==> src/rtl/whirlpool_mat_matrix2vector_packer_if.sv <==
// Row-beat input and vector output bundle for the Whirlpool matrix-to-vector packer.
// C0..C7 carry one matrix row, column 0 first. A is the packed 512-bit string
// with bit 0 as the leftmost bit.
interface whirlpool_mat_matrix2vector_packer_if;
  logic         in_valid;
  logic         in_ready;
  logic         in_last;
  logic [7:0]   C0;
  logic [7:0]   C1;
  logic [7:0]   C2;
  logic [7:0]   C3;
  logic [7:0]   C4;
  logic [7:0]   C5;
  logic [7:0]   C6;
  logic [7:0]   C7;
  logic         out_valid;
  logic         out_ready;
  logic [0:511] A;
  logic [2:0]   row_cnt;
  logic         frame_err;

  // The packer itself: it consumes rows and produces vectors.
  modport slave (
    input  in_valid, in_last, C0, C1, C2, C3, C4, C5, C6, C7, out_ready,
    output in_ready, out_valid, A, row_cnt, frame_err
  );

  // The surrounding logic: it sources rows and sinks vectors.
  modport master (
    output in_valid, in_last, C0, C1, C2, C3, C4, C5, C6, C7, out_ready,
    input  in_ready, out_valid, A, row_cnt, frame_err
  );
endinterface

==> src/rtl/whirlpool_mat_matrix2vector_packer.sv <==
// Collects eight row beats of a Whirlpool 8x8 byte state and emits them as one
// 512-bit left-to-right string. Rows 0..6 are staged in asm_q. The row 7 beat
// moves asm_q plus that last row into the output register in a single step.
// This lets the next matrix be assembled while the previous vector waits for
// the consumer.
module whirlpool_mat_matrix2vector_packer #(
  parameter bit STRICT_LAST = 1'b1
) (
  input logic clk,
  input logic rst,
  whirlpool_mat_matrix2vector_packer_if.slave bus
);

  logic [0:447] asm_q;
  logic [0:511] out_q;
  logic         out_valid_q;
  logic [2:0]   row_cnt_q;
  logic         frame_err_q;

  logic [0:63]  row;
  logic         last_row;
  logic         accept;
  logic         drain;

  assign row      = {bus.C0, bus.C1, bus.C2, bus.C3, bus.C4, bus.C5, bus.C6, bus.C7};
  assign last_row = (row_cnt_q == 3'd7);

  // Only the row 7 beat needs space in out_q. Earlier rows always go into
  // asm_q, so only that beat waits on the consumer.
  assign bus.in_ready = !rst && (!last_row || !out_valid_q || bus.out_ready);
  assign accept       = bus.in_valid && bus.in_ready;
  assign drain        = out_valid_q && bus.out_ready;

  // Row staging and vector hand-off. A row 7 load that coincides with a drain
  // keeps out_valid set, because the new vector replaces the one being taken.
  always_ff @(posedge clk or posedge rst) begin
    if (rst) begin
      asm_q       <= '0;
      out_q       <= '0;
      out_valid_q <= 1'b0;
      row_cnt_q   <= 3'd0;
    end else begin
      if (accept) begin
        row_cnt_q <= row_cnt_q + 3'd1;
        if (last_row) begin
          out_q <= {asm_q, row};
        end else begin
          asm_q[{row_cnt_q, 6'd0} +: 64] <= row;
        end
      end
      if (accept && last_row) begin
        out_valid_q <= 1'b1;
      end else if (drain) begin
        out_valid_q <= 1'b0;
      end
    end
  end

  generate
    if (STRICT_LAST) begin : g_strict
      // Sticky record of in_last disagreeing with the row counter. The counter
      // stays in charge, so data flow is unaffected.
      always_ff @(posedge clk or posedge rst) begin
        if (rst) begin
          frame_err_q <= 1'b0;
        end else if (accept && (bus.in_last != last_row)) begin
          frame_err_q <= 1'b1;
        end
      end
    end else begin : g_loose
      assign frame_err_q = 1'b0;
    end
  endgenerate

  assign bus.A         = out_q;
  assign bus.out_valid = out_valid_q;
  assign bus.row_cnt   = row_cnt_q;
  assign bus.frame_err = frame_err_q;

endmodule

==> src/flat_wrapper.sv <==
// flat-port wrapper written by rule: the top's interface ports become plain ports
module whirlpool_mat_matrix2vector_packer_flat 
#(
  parameter bit STRICT_LAST = 1'b1
)
  (clk, rst, bus_in_valid, bus_in_last, bus_C0, bus_C1, bus_C2, bus_C3, bus_C4, bus_C5, bus_C6, bus_C7, bus_out_ready, bus_in_ready, bus_out_valid, bus_A, bus_row_cnt, bus_frame_err);
  whirlpool_mat_matrix2vector_packer_if bus_i ();
  input logic clk;
  input logic rst;
  input wire logic [$bits(bus_i.in_valid)-1:0] bus_in_valid;
  input wire logic [$bits(bus_i.in_last)-1:0] bus_in_last;
  input wire logic [$bits(bus_i.C0)-1:0] bus_C0;
  input wire logic [$bits(bus_i.C1)-1:0] bus_C1;
  input wire logic [$bits(bus_i.C2)-1:0] bus_C2;
  input wire logic [$bits(bus_i.C3)-1:0] bus_C3;
  input wire logic [$bits(bus_i.C4)-1:0] bus_C4;
  input wire logic [$bits(bus_i.C5)-1:0] bus_C5;
  input wire logic [$bits(bus_i.C6)-1:0] bus_C6;
  input wire logic [$bits(bus_i.C7)-1:0] bus_C7;
  input wire logic [$bits(bus_i.out_ready)-1:0] bus_out_ready;
  output wire logic [$bits(bus_i.in_ready)-1:0] bus_in_ready;
  output wire logic [$bits(bus_i.out_valid)-1:0] bus_out_valid;
  output wire logic [$bits(bus_i.A)-1:0] bus_A;
  output wire logic [$bits(bus_i.row_cnt)-1:0] bus_row_cnt;
  output wire logic [$bits(bus_i.frame_err)-1:0] bus_frame_err;
  assign bus_i.in_valid = bus_in_valid;
  assign bus_i.in_last = bus_in_last;
  assign bus_i.C0 = bus_C0;
  assign bus_i.C1 = bus_C1;
  assign bus_i.C2 = bus_C2;
  assign bus_i.C3 = bus_C3;
  assign bus_i.C4 = bus_C4;
  assign bus_i.C5 = bus_C5;
  assign bus_i.C6 = bus_C6;
  assign bus_i.C7 = bus_C7;
  assign bus_i.out_ready = bus_out_ready;
  assign bus_in_ready = bus_i.in_ready;
  assign bus_out_valid = bus_i.out_valid;
  assign bus_A = bus_i.A;
  assign bus_row_cnt = bus_i.row_cnt;
  assign bus_frame_err = bus_i.frame_err;
  whirlpool_mat_matrix2vector_packer #(.STRICT_LAST(STRICT_LAST)) u_core (.clk(clk), .rst(rst), .bus(bus_i));
endmodule
==> config.mk <==
export PLATFORM = sky130hd
export DESIGN_NAME = whirlpool_mat_matrix2vector_packer_flat
export DESIGN_NICKNAME = d
export VERILOG_FILES = /design/src/rtl/whirlpool_mat_matrix2vector_packer_if.sv /design/src/rtl/whirlpool_mat_matrix2vector_packer.sv /design/src/flat_wrapper.sv
export SDC_FILE = /design/constraint.sdc
export NUM_CORES = 1
export LEC_CHECK = 0
export CORE_UTILIZATION = 49
export DETAILED_ROUTE_END_ITERATION = 12
export PLACE_DENSITY = 0.84
export SYNTH_ARGS = -nofsm -noshare
export SYNTH_HDL_FRONTEND = slang
export SYNTH_SLANG_ARGS = --single-unit
==> constraint.sdc <==
create_clock -name clk -period 34.3 [get_ports clk]
set_clock_uncertainty 0.1 [all_clocks]
set_input_delay 5.145 -clock clk [delete_from_list [all_inputs] [get_ports clk]]
set_output_delay 5.145 -clock clk [all_outputs]
set_load 0.01 [all_outputs]
---- Yosys cells after proc, flatten, opt, wreduce, memory -nomap -nowiden ----
Cells that the tools add are included.
storage, ports and cells
  flip-flop bits (word level) ............. 965
  bits in latches ......................... 0
  RAM bits ................................ 0
  ROM bits ................................ 0
  input bits .............................. 69
  output and inout port bits .............. 518
  word-level logic and storage cells ...... 29
  memories ................................ 0
cells by class
  $add $sub $neg .......................... 2
  $mul .................................... 0
  divide/modulo/power cells ............... 0
  $lt $le $gt $ge ......................... 0
  equal/unequal tests ..................... 2
  shift operators ......................... 2
  muxes and demuxes ....................... 3
  bitwise operators ....................... 2
  reduce and logical (&&, ||, !) cells .... 13
operator list
  kind                          number
  $shift A449 B11 Y448 const A  1
  $shiftx A449 B11 Y448         1
  $bwmux W448                   1
  $neg A10 Y11                  1
  $not A9 Y10                   1
  $logic_and A1 B1 Y1           5
  $reduce_and A2 Y1             2
  $add A3 B1 Y3 const B         1
  $eq A3 B3 Y1 const B          1
  $logic_not A1 Y1              3
  $logic_or A1 B1 Y1            2
  $mux W1                       2
  $reduce_bool A2 Y1            1
  $ne A1 B1 Y1                  1
  $not A1 Y1                    1

---- Longest topological paths before layout ----
Gate-level depths: netlist of run 1.
  word-level depth ........................ 8
  mapped depth ............................ 7
  mapped depth without buffers ............ 5

---- Worst setup path before layout of run 1 ----
OpenSTA, ideal clock, no wires.
  path type ............................... input -> output
  start ................................... in rst
  end ..................................... out bus_in_ready
  data arrival time ....................... 26274 ps
  required time ........................... 29055 ps
  setup slack ............................. 2781 ps
  cell stages on the path ................. 2
  path buffers ............................ 0
  cell sequence ........................... inv_1 -> o21a_1
on the way
  cells in the longest elaborated chain, start to end .. 2
RTL lines
  item                 line                                      source
  start, declared      flat_wrapper.sv:9                         input logic rst;
  $logic_not A1 Y1     whirlpool_mat_matrix2vector_packer.sv:30  assign bus.in_ready = !rst && (!last_row || !out_valid_q || bus.out_ready);
  $logic_and A1 B1 Y1  whirlpool_mat_matrix2vector_packer.sv:30
  end, declared        flat_wrapper.sv:21                        output wire logic [$bits(bus_i.in_ready)-1:0] bus_in_ready;
Every way passes these cells.

---- Worst setup path in the final report of run 1 ----
Ends and elaborated chain as after synthesis.

==> flow_summary.toml, run 1 <==
[status]
outcome = "finished, final reports clean"

[die]
rows = 100
die_area_um2 = 77300
chipWidth_um = 278
floorplan.io_pins = 587
start_util_pct = 49.8
fp.coreArea_um2 = 74900
die_y_um = 278

[drt]
detail_route.wirelength.met1_um = 37800
firstDrtPassIters = 5
wl_per_cell_um = 24.6
route.top_layer_used = "met5"
vias = 21500
detail_route.drc_violations = 0
post_drt_via_cell_ratio = 5.50
drt_iter0_drc = 1241
met3_wirelength_um = 6290
ant_nets = 0
route.met2.wl_um = 47600
routed_wl_um = 96400

[synthesis]
synthesis.nets = 2356
synth-edff-count = 0
post_synth_inst_count = 2281
post_synth_num_cell_types = 26
postSynth.asyncResetShare_pct = 100
ys.flop_type = "sky130_fd_sc_hd__dfrtp_1"
synthesis.area_um2 = 37300
synth-warning-count = 0
synth_sequential_area_ratio_pct = 64.7
post_synth.cell_area_avg_um2 = 16.4
ys_seq_elements = 965

[clocking]
cts.repair_timing.setup_buffer_count = 0
clockRootBuffer = "sky130_fd_sc_hd__clkbuf_16"
cts-root-to-sink-buffers = 3
tritoncts = "yes"
worstSkewPairLatency_ps = 660
cts.repair.resized = 0
cts-htree-levels = 3
clk_transition_reported_paths_ps = 60
number_of_hold_buffers_added_after_cts = 0
cts_buffers = 97
clock_sinks = 965

[pwr]
power.density_cell_area_nw_per_um2 = 88.6
power.static_leakage_nw = 22.9
vdd_drop_max_uv = 63.5

[critical_path]
crit_buf_inv = 3
critPathSlowestCell = "sky130_fd_sc_hd__inv_8"
reg2reg_depth = 8
path_class = "input port to primary output"
worst-endpoint-required_ps = 29050
worst_setup_path_end_kind = "primary output"
regToRegStartpoint = "u_core.bus.row_cnt[0]$_DFFE_PP0P_"
critPathLaunch = "rst"
r2r_slack_ps = 28010
kind_of_launch_point_of_the_worst_setup_path = "input port"
regToRegEndpoint = "u_core.bus.A[280]$_DFFE_PP0P_"
critical_path.max_stage_delay_ps = 670
worst-endpoint-arrival_ps = 7230
worst_path_dominant_cell_family = "buffers and inverters"
crit_top_cell = "sky130_fd_sc_hd__clkdlybuf4s50_1"
cp_max_fo = 125
crit_path_end = "bus_in_ready"
cp_cell_sequence = "clkdlybuf4s50_1 > inv_8 > o21a_1 > clkdlybuf4s50_1"
worst_path_depth = 4

[sta]
worst_slew_pin_slew_ps = 1120
unrepaired_setup_endpoints_after_global_routing = "false"
setup_violations = 0
timing.final.crit_share_pct = 36.4
timing.setup.tns_ps = 0
finalHoldViolCount = 0
post-route-min-period_ps = 12470
highest_clock_frequency_the_design_can_meet_mhz = 80.2
hold_ws_ps = 380
pins_over_their_slew_limit = 0
relSlewSlack_pct = 25.4

[grt]
grt_pass1_vias = 24000
global_routing_usage_summed_across_all_routing_layers_pct = 25.1
grt_antenna_before_repair = 3
global_route.overflow_total = 0
grt_max_degree = 184
wire_length_of_the_first_global_routing_pass_um = 147000

[placement]
portBuffers = 586
globalplace.congestion = 0.832
post-dp-hpwl_um = 61500

[finish]
commonest_cells_after_routing_fill_and_taps_aside = "sky130_fd_sc_hd__dfrtp_1, sky130_fd_sc_hd__mux2_2, sky130_fd_sc_hd__clkdlybuf4s50_1, sky130_fd_sc_hd__and2_1, sky130_fd_sc_hd__clkbuf_16"
mostFrequentLayoutCell = "sky130_fd_sc_hd__dfrtp_1"
filler_cell_count = 5146
nets = 2940
final_layout_size_suffix_gt1_share_pct = 37.4
area_delta_synth_final_pct = 26.3

[run]
drv_cap = 0

[worst_hold_path]
hold_path.class = "flop to flop"
worstHoldStart = "u_core.asm_q[10]$_DFFE_PP0P_"
hold_path_depth = 1
## layer usage
metal	track usage (%)	vias up
met5	0	-
met4	12.3	2
met3	6.49	214
met2	41.5	695
met1	30.5	11400
li1	-	9180
## cells by family after synthesis
group,after synthesis,synth area share [%]
XOR/XNOR,2,0.0469
AO/OA/AOI/OAI,67,1.55
adder cells (fa/ha/maj),6,0.201
flip-flops,965,64.7
buffers and inverters,134,2.87
AND/OR/NAND/NOR,209,3.59
multiplexers,898,27.1
## cells in the mapped netlist, types with 3 or more instances
| library cell | number | area, um2 |
|---|---|---|
| sky130_fd_sc_hd__dfrtp_1 | 965 | 24100 |
| sky130_fd_sc_hd__mux2_2 | 897 | 10100 |
| sky130_fd_sc_hd__and2_1 | 192 | 1200 |
| sky130_fd_sc_hd__buf_6 | 65 | 732 |
| sky130_fd_sc_hd__a22o_1 | 64 | 561 |
| sky130_fd_sc_hd__clkbuf_1 | 27 | 101 |
| sky130_fd_sc_hd__buf_2 | 23 | 115 |
| sky130_fd_sc_hd__buf_4 | 14 | 105 |
| sky130_fd_sc_hd__ha_1 | 6 | 75.1 |
| sky130_fd_sc_hd__inv_1 | 5 | 18.8 |
| sky130_fd_sc_hd__and4_1 | 3 | 26.3 |
| sky130_fd_sc_hd__nor2b_1 | 3 | 18.8 |
## final cells by class
cell class	count	area, um2	share of cell area, %
clock inverter	47	707	1.50
clock buffer	134	2780	5.89
tap	969	1210	2.57
multi-input combinational	1182	12200	25.9
timing repair buffer	614	6090	12.9
sequential	965	24100	51.2
antenna	1	2.50	0.00531
inverter	5	26.3	0.0557
## metrics by stage
step / instance area, um2 / std cells / total power (W) / setup WS [ps] / utilization (%)
4_1_cts: 47200 / 3916 / 0.00420 / 21810 / 62.9
6_report: 47200 / 3917 / 0.00418 / 21830 / 62.9
5_1_grt: 47200 / 3917 / 0.00435 / 21690 / 62.9
2_1_floorplan: 37300 / 2281 / 0.00233 / 1870 / -
3_3_place_gp: 43700 / 3735 / 0.00298 / 21880 / 58.3
3_5_place_dp: 43700 / 3735 / 0.00305 / 21820 / 58.3
## how the worst min path moves through the flow
stage	to	slack, ps
finish	u_core.bus.A[10]$_DFFE_PP0P_	380
global route	u_core.bus.A[112]$_DFFE_PP0P_	410
CTS	u_core.bus.A[87]$_DFFE_PP0P_	380
detailed placement	u_core.bus.A[112]$_DFFE_PP0P_	390
global placement	u_core.bus.A[284]$_DFFE_PP0P_	380
floorplan	u_core.asm_q[192]$_DFFE_PP0P_	370
## power breakdown
group,internal [W],switching (W),total (W)
clock,0.000677,0.000457,0.00113
sequential,0.00152,0.000224,0.00174
combinational,0.000739,0.000561,0.00130
total,0.00294,0.00124,0.00418
## registers in the layout, summed over array words and instances, names as in the netlist
signal	count
u_core.asm_q	448
u_core.bus.A	512
u_core.bus.frame_err	1
u_core.bus.out_valid	1
u_core.bus.row_cnt	3
(Power assumes the default switching activity.)
==> run 2, diff against run 1 <==
clock period = 10.85 ns   (was 34.3 ns; I/O delays follow)
==> flow_summary.toml, run 2 (same netlist as run 1, synthesis figures left out) <==
[finish]
largest_register_ff_count = 512
filler_cell_count = 5114
area.sequential_um2 = 24100
area_delta_synth_final_pct = 26.1
final_layout_size_suffix_gt1_share_pct = 37.1
mostFrequentLayoutCell = "sky130_fd_sc_hd__dfrtp_1"
nets = 2938
commonest_cells_after_routing_fill_and_taps_aside = "sky130_fd_sc_hd__dfrtp_1, sky130_fd_sc_hd__mux2_2, sky130_fd_sc_hd__clkdlybuf4s50_1, sky130_fd_sc_hd__and2_1, sky130_fd_sc_hd__clkbuf_16"
multi_input_combinational_cell_area_um2 = 12200
layout.cells.non_filler = 3914

[drt]
vias = 21500
routed_wl_um = 96000
drt_iter0_drc = 1263
ant_nets = 0
post_drt_via_cell_ratio = 5.50
wl_per_cell_um = 24.5
firstDrtPassIters = 5
detail_route.drc_violations = 0

[sta]
finalHoldViolCount = 0
pins_over_their_slew_limit = 0
timing.final.crit_share_pct = 50.8
highest_clock_frequency_the_design_can_meet_mhz = 181
layout_setup_ws_ps = 5340
post-route-min-period_ps = 5510
setup_violations = 0
worst_slew_pin_slew_ps = 1120
relSlewSlack_pct = 25.6
unrepaired_setup_endpoints_after_global_routing = "false"
hold_ws_ps = 395
timing.setup.tns_ps = 0

[critical_path]
worst-endpoint-arrival_ps = 3790
kind_of_launch_point_of_the_worst_setup_path = "input port"
worst_setup_path_end_kind = "primary output"
crit_top_cell = "sky130_fd_sc_hd__clkdlybuf4s50_1"
path_class = "input port to primary output"
cp_cell_sequence = "clkdlybuf4s50_1 > clkinvlp_4 > o21a_1 > clkdlybuf4s50_1"
critical_path.max_stage_delay_ps = 700
critPathSlowestCell = "sky130_fd_sc_hd__clkinvlp_4"
worst-endpoint-required_ps = 9120
cp_max_fo = 39

[grt]
global_routing_usage_summed_across_all_routing_layers_pct = 25.0
grt_max_degree = 184
global_route.overflow_total = 0
grt_antenna_before_repair = 4
wire_length_of_the_first_global_routing_pass_um = 148000
grt_pass1_vias = 24000

[pwr]
internal_power_w = 0.00925
switching_power_w = 0.00387
power.density_cell_area_nw_per_um2 = 279
vdd_drop_max_uv = 191
clock_power_share_pct = 26.6
power.total_w = 0.0131
sequentialPowerShare_pct = 42.1
share_comb_of_total_power_pct = 31.3
switching_share_pct = 29.5
power.static_leakage_nw = 22.8

[die]
start_util_pct = 49.8
die_area_um2 = 77300
die_y_um = 278
rows = 100
floorplan.io_pins = 587
fp.coreArea_um2 = 74900
chipWidth_um = 278

[clocking]
cts.repair_timing.setup_buffer_count = 0
tritoncts = "yes"
cts.repair.resized = 0
clock_sinks = 965
number_of_hold_buffers_added_after_cts = 0
cts_buffers = 97
cts-root-to-sink-buffers = 3
clockRootBuffer = "sky130_fd_sc_hd__clkbuf_16"
clk_transition_reported_paths_ps = 60
cts-htree-levels = 3
worstSkewPairLatency_ps = 640

[placement]
post-dp-hpwl_um = 62900
pre_cts_slack_ps = 5150
globalplace.congestion = 0.848
placedCellCount = 3733
portBuffers = 586

[status]
outcome = "finished, final reports clean"

[run]
drv_cap = 0

[worst_hold_path]
hold_path.class = "flop to flop"
## run 2: cell types whose count changed in the layout (fill, tap and decap cells not counted), sizes merged
cell | previous run | this run
clkinvlp | 4 | 1
clkbuf | 134 | 151
inv | 10 | 8
buf | 28 | 26
clkinv | 24 | 16
bufinv | 14 | 9
## run 2: worst paths after layout
path | to | start | slack, ps | cells past startpoint
setup / recovery | bus_in_ready | rst | 5340 | 4
hold reg to reg | u_core.bus.A[43]$_DFFE_PP0P_ | u_core.asm_q[43]$_DFFE_PP0P_ | 390 | 1
setup reg to reg | u_core.bus.A[466]$_DFFE_PP0P_ | u_core.bus.row_cnt[0]$_DFFE_PP0P_ | 6840 | 6
max in group asynchronous | u_core.bus.A[472]$_DFFE_PP0P_ | rst | 5950 | 5
min in group asynchronous | u_core.bus.A[249]$_DFFE_PP0P_ | rst | 1500 | 2
hold / removal | u_core.bus.A[43]$_DFFE_PP0P_ | u_core.asm_q[43]$_DFFE_PP0P_ | 390 | 1
## run 2: area by class of cell
type | instances | area share, %
diodes | 1 | 0.00531
clock buffers | 151 | 6.31
clock inverters | 29 | 0.919
inverters | 5 | 0.0478
multi-input cells | 1182 | 25.9
flip-flops and latches | 965 | 51.3
well taps | 969 | 2.57
repair buffers | 612 | 13.0
## run 2: layer usage
| layer | vias to the layer above | track usage [%] | part of all wire [%] |
|---|---|---|---|
| met3 | 210 | 5.57 | 5.9 |
| met4 | 0 | 10.9 | 4.3 |
| li1 | 9194 | - | - |
| met1 | 11500 | 31.4 | 40 |
| met5 | - | 0 | 0 |
| met2 | 656 | 41.7 | 50 |
## run 2: power by group through the flow
stage	logic [W]	clock network, W	registers (W)
floorplan	0.00164	0	0.00572
global placement	0.00397	0	0.00547
detailed placement	0.00410	0	0.00556
CTS	0.00414	0.00355	0.00552
global route	0.00433	0.00371	0.00565
finish	0.00410	0.00350	0.00552
## run 2: per-stage QoR
| step | utilization [%] | area, um2 |
|---|---|---|
| finish | 62.9 | 47100 |
| global route | 62.9 | 47100 |
| CTS | 62.9 | 47100 |
| detailed placement | 58.3 | 43700 |
| global placement | 58.3 | 43700 |
| floorplan | - | 37300 |
## run 2: worst max-delay path: cells and delay by family
kind | cells | cell delay [ps]
AO/OA/AOI/OAI | 1 | 370
buffers and inverters | 3 | 1780
==> run 3, diff against run 2 <==
clock period = 4.82 ns   (was 10.85 ns; I/O delays follow)
==> flow_summary.toml, run 3 (same netlist as run 1, synthesis figures left out) <==
[critical_path]
path_class = "flop to primary output"
critical_path.max_stage_delay_ps = 600
worst_setup_path_end_kind = "primary output"
kind_of_launch_point_of_the_worst_setup_path = "flop"
critPathSlowestCell = "sky130_fd_sc_hd__dfrtp_1"
crit_top_cell = "sky130_fd_sc_hd__ha_1"
worst-endpoint-required_ps = 4000
cp_max_fo = 8
worst-endpoint-arrival_ps = 2740
cp_cell_sequence = "ha_1 > ha_1 > inv_1 > o21a_1 > clkdlybuf4s50_1"

[die]
fp.coreArea_um2 = 74900
rows = 100
die_area_um2 = 77300
floorplan.io_pins = 587
chipWidth_um = 278
die_y_um = 278
start_util_pct = 49.8

[grt]
global_route.overflow_total = 0
grt_max_degree = 180
global_routing_usage_summed_across_all_routing_layers_pct = 24.9
wire_length_of_the_first_global_routing_pass_um = 147000
grt_pass1_vias = 23900
grt_antenna_before_repair = 0

[sta]
timing.setup.tns_ps = 0
post-route-min-period_ps = 3570
worst_slew_pin_slew_ps = 1150
finalHoldViolCount = 0
unrepaired_setup_endpoints_after_global_routing = "false"
timing.final.crit_share_pct = 74.0
relSlewSlack_pct = 23.1
pins_over_their_slew_limit = 0
highest_clock_frequency_the_design_can_meet_mhz = 280
setup_violations = 0

[drt]
vias = 21500
routed_wl_um = 95500
post_drt_via_cell_ratio = 5.48
ant_nets = 0
drt_iter0_drc = 1327
firstDrtPassIters = 5
wl_per_cell_um = 24.4
detail_route.drc_violations = 0

[finish]
nets = 2948
area_delta_synth_final_pct = 26.2
antenna_cells_inserted = 0
commonest_cells_after_routing_fill_and_taps_aside = "sky130_fd_sc_hd__dfrtp_1, sky130_fd_sc_hd__mux2_2, sky130_fd_sc_hd__clkdlybuf4s50_1, sky130_fd_sc_hd__and2_1, sky130_fd_sc_hd__clkbuf_16"
layout.cells.non_filler = 3921
final_layout_size_suffix_gt1_share_pct = 37.3
filler_cell_count = 5105
mostFrequentLayoutCell = "sky130_fd_sc_hd__dfrtp_1"
largest_register_ff_count = 512

[pwr]
switching_share_pct = 29.8
share_comb_of_total_power_pct = 31.4
clock_power_share_pct = 26.1
vdd_drop_max_uv = 388
power.density_cell_area_nw_per_um2 = 622
sequentialPowerShare_pct = 42.5
switching_power_w = 0.00875
internal_power_w = 0.0206
power.static_leakage_nw = 22.8

[run]
drv_cap = 0

[placement]
globalplace.congestion = 0.846
post-dp-hpwl_um = 63300
placedCellCount = 3744
portBuffers = 586

[clocking]
cts-htree-levels = 3
clk_transition_reported_paths_ps = 60
clockRootBuffer = "sky130_fd_sc_hd__clkbuf_16"
cts-root-to-sink-buffers = 3
cts.repair_timing.setup_buffer_count = 0
clock_sinks = 965
cts_buffers = 96
cts.repair.resized = 0
worstSkewPairLatency_ps = 640
number_of_hold_buffers_added_after_cts = 0
tritoncts = "yes"

[status]
outcome = "finished, final reports clean"

[worst_hold_path]
hold_path.class = "input port to async pin"
[run 3: final timing paths]
path	from	end	slack [ps]	cells after the start
max	u_core.bus.row_cnt[0]$_DFFE_PP0P_	bus_in_ready	1250	5
min	rst	u_core.bus.frame_err$_DFFE_PP0P_	390	2
max reg2reg	u_core.bus.row_cnt[0]$_DFFE_PP0P_	u_core.asm_q[124]$_DFFE_PP0P_	1410	6
min reg2reg	u_core.asm_q[14]$_DFFE_PP0P_	u_core.bus.A[14]$_DFFE_PP0P_	390	1
max in group asynchronous	rst	u_core.asm_q[407]$_DFFE_PP0P_	2210	4
min in group clk	u_core.asm_q[14]$_DFFE_PP0P_	u_core.bus.A[14]$_DFFE_PP0P_	390	1
[run 3: power groups by stage]
| stage | combinational, W | sequential, W | clock (W) |
|---|---|---|---|
| 3_5_place_dp | 0.00922 | 0.0125 | 0 |
| 3_3_place_gp | 0.00892 | 0.0123 | 0 |
| 6_report | 0.00922 | 0.0125 | 0.00765 |
| 4_1_cts | 0.00931 | 0.0124 | 0.00777 |
| 2_1_floorplan | 0.00369 | 0.0129 | 0 |
| 5_1_grt | 0.00972 | 0.0128 | 0.00811 |
[run 3: final cells by class]
cell class                 count  area, um2  share of cell area, %
inverter                       5       22.5                 0.0478
tap                          969       1210                   2.57
timing repair buffer         623       6290                   13.3
sequential                   965      24100                   51.2
clock inverter                38        463                  0.982
multi-input combinational   1182      12200                   25.9
clock buffer                 139       2800                   5.93
[run 3: per-layer routing]
layer / track usage (%) / wire, um / vias to the layer above
li1: - / - / 9234
met1: 30.5 / 37600 / 11300
met2: 41.6 / 47600 / 686
met3: 5.83 / 5740 / 216
met4: 12.1 / 4510 / 0
met5: 0 / 0 / -
[run 3: worst max-delay path, delay by kind of cell, from the launching register on]
| family | cells | cell delay, ps |
|---|---|---|
| compound gates | 1 | 260 |
| fa+ha+maj | 2 | 580 |
| flops | 1 | 600 |
| buf+inv | 2 | 660 |
[run 3: per-stage QoR]
| stage | setup WS (ps) | area (um2) | utilization (%) | total power (W) | hold WS (ps) |
|---|---|---|---|---|---|
| 3_3_place_gp | 1240 | 43900 | 58.6 | 0.0213 | 375 |
| 6_report | 1250 | 47100 | 62.9 | 0.0293 | 388 |
| 4_1_cts | 1210 | 47100 | 62.9 | 0.0295 | 336 |
| 2_1_floorplan | -12950 | 37300 | - | 0.0166 | 369 |
| 3_5_place_dp | 1140 | 43900 | 58.6 | 0.0218 | 378 |
| 5_1_grt | 1120 | 47100 | 62.9 | 0.0306 | 366 |
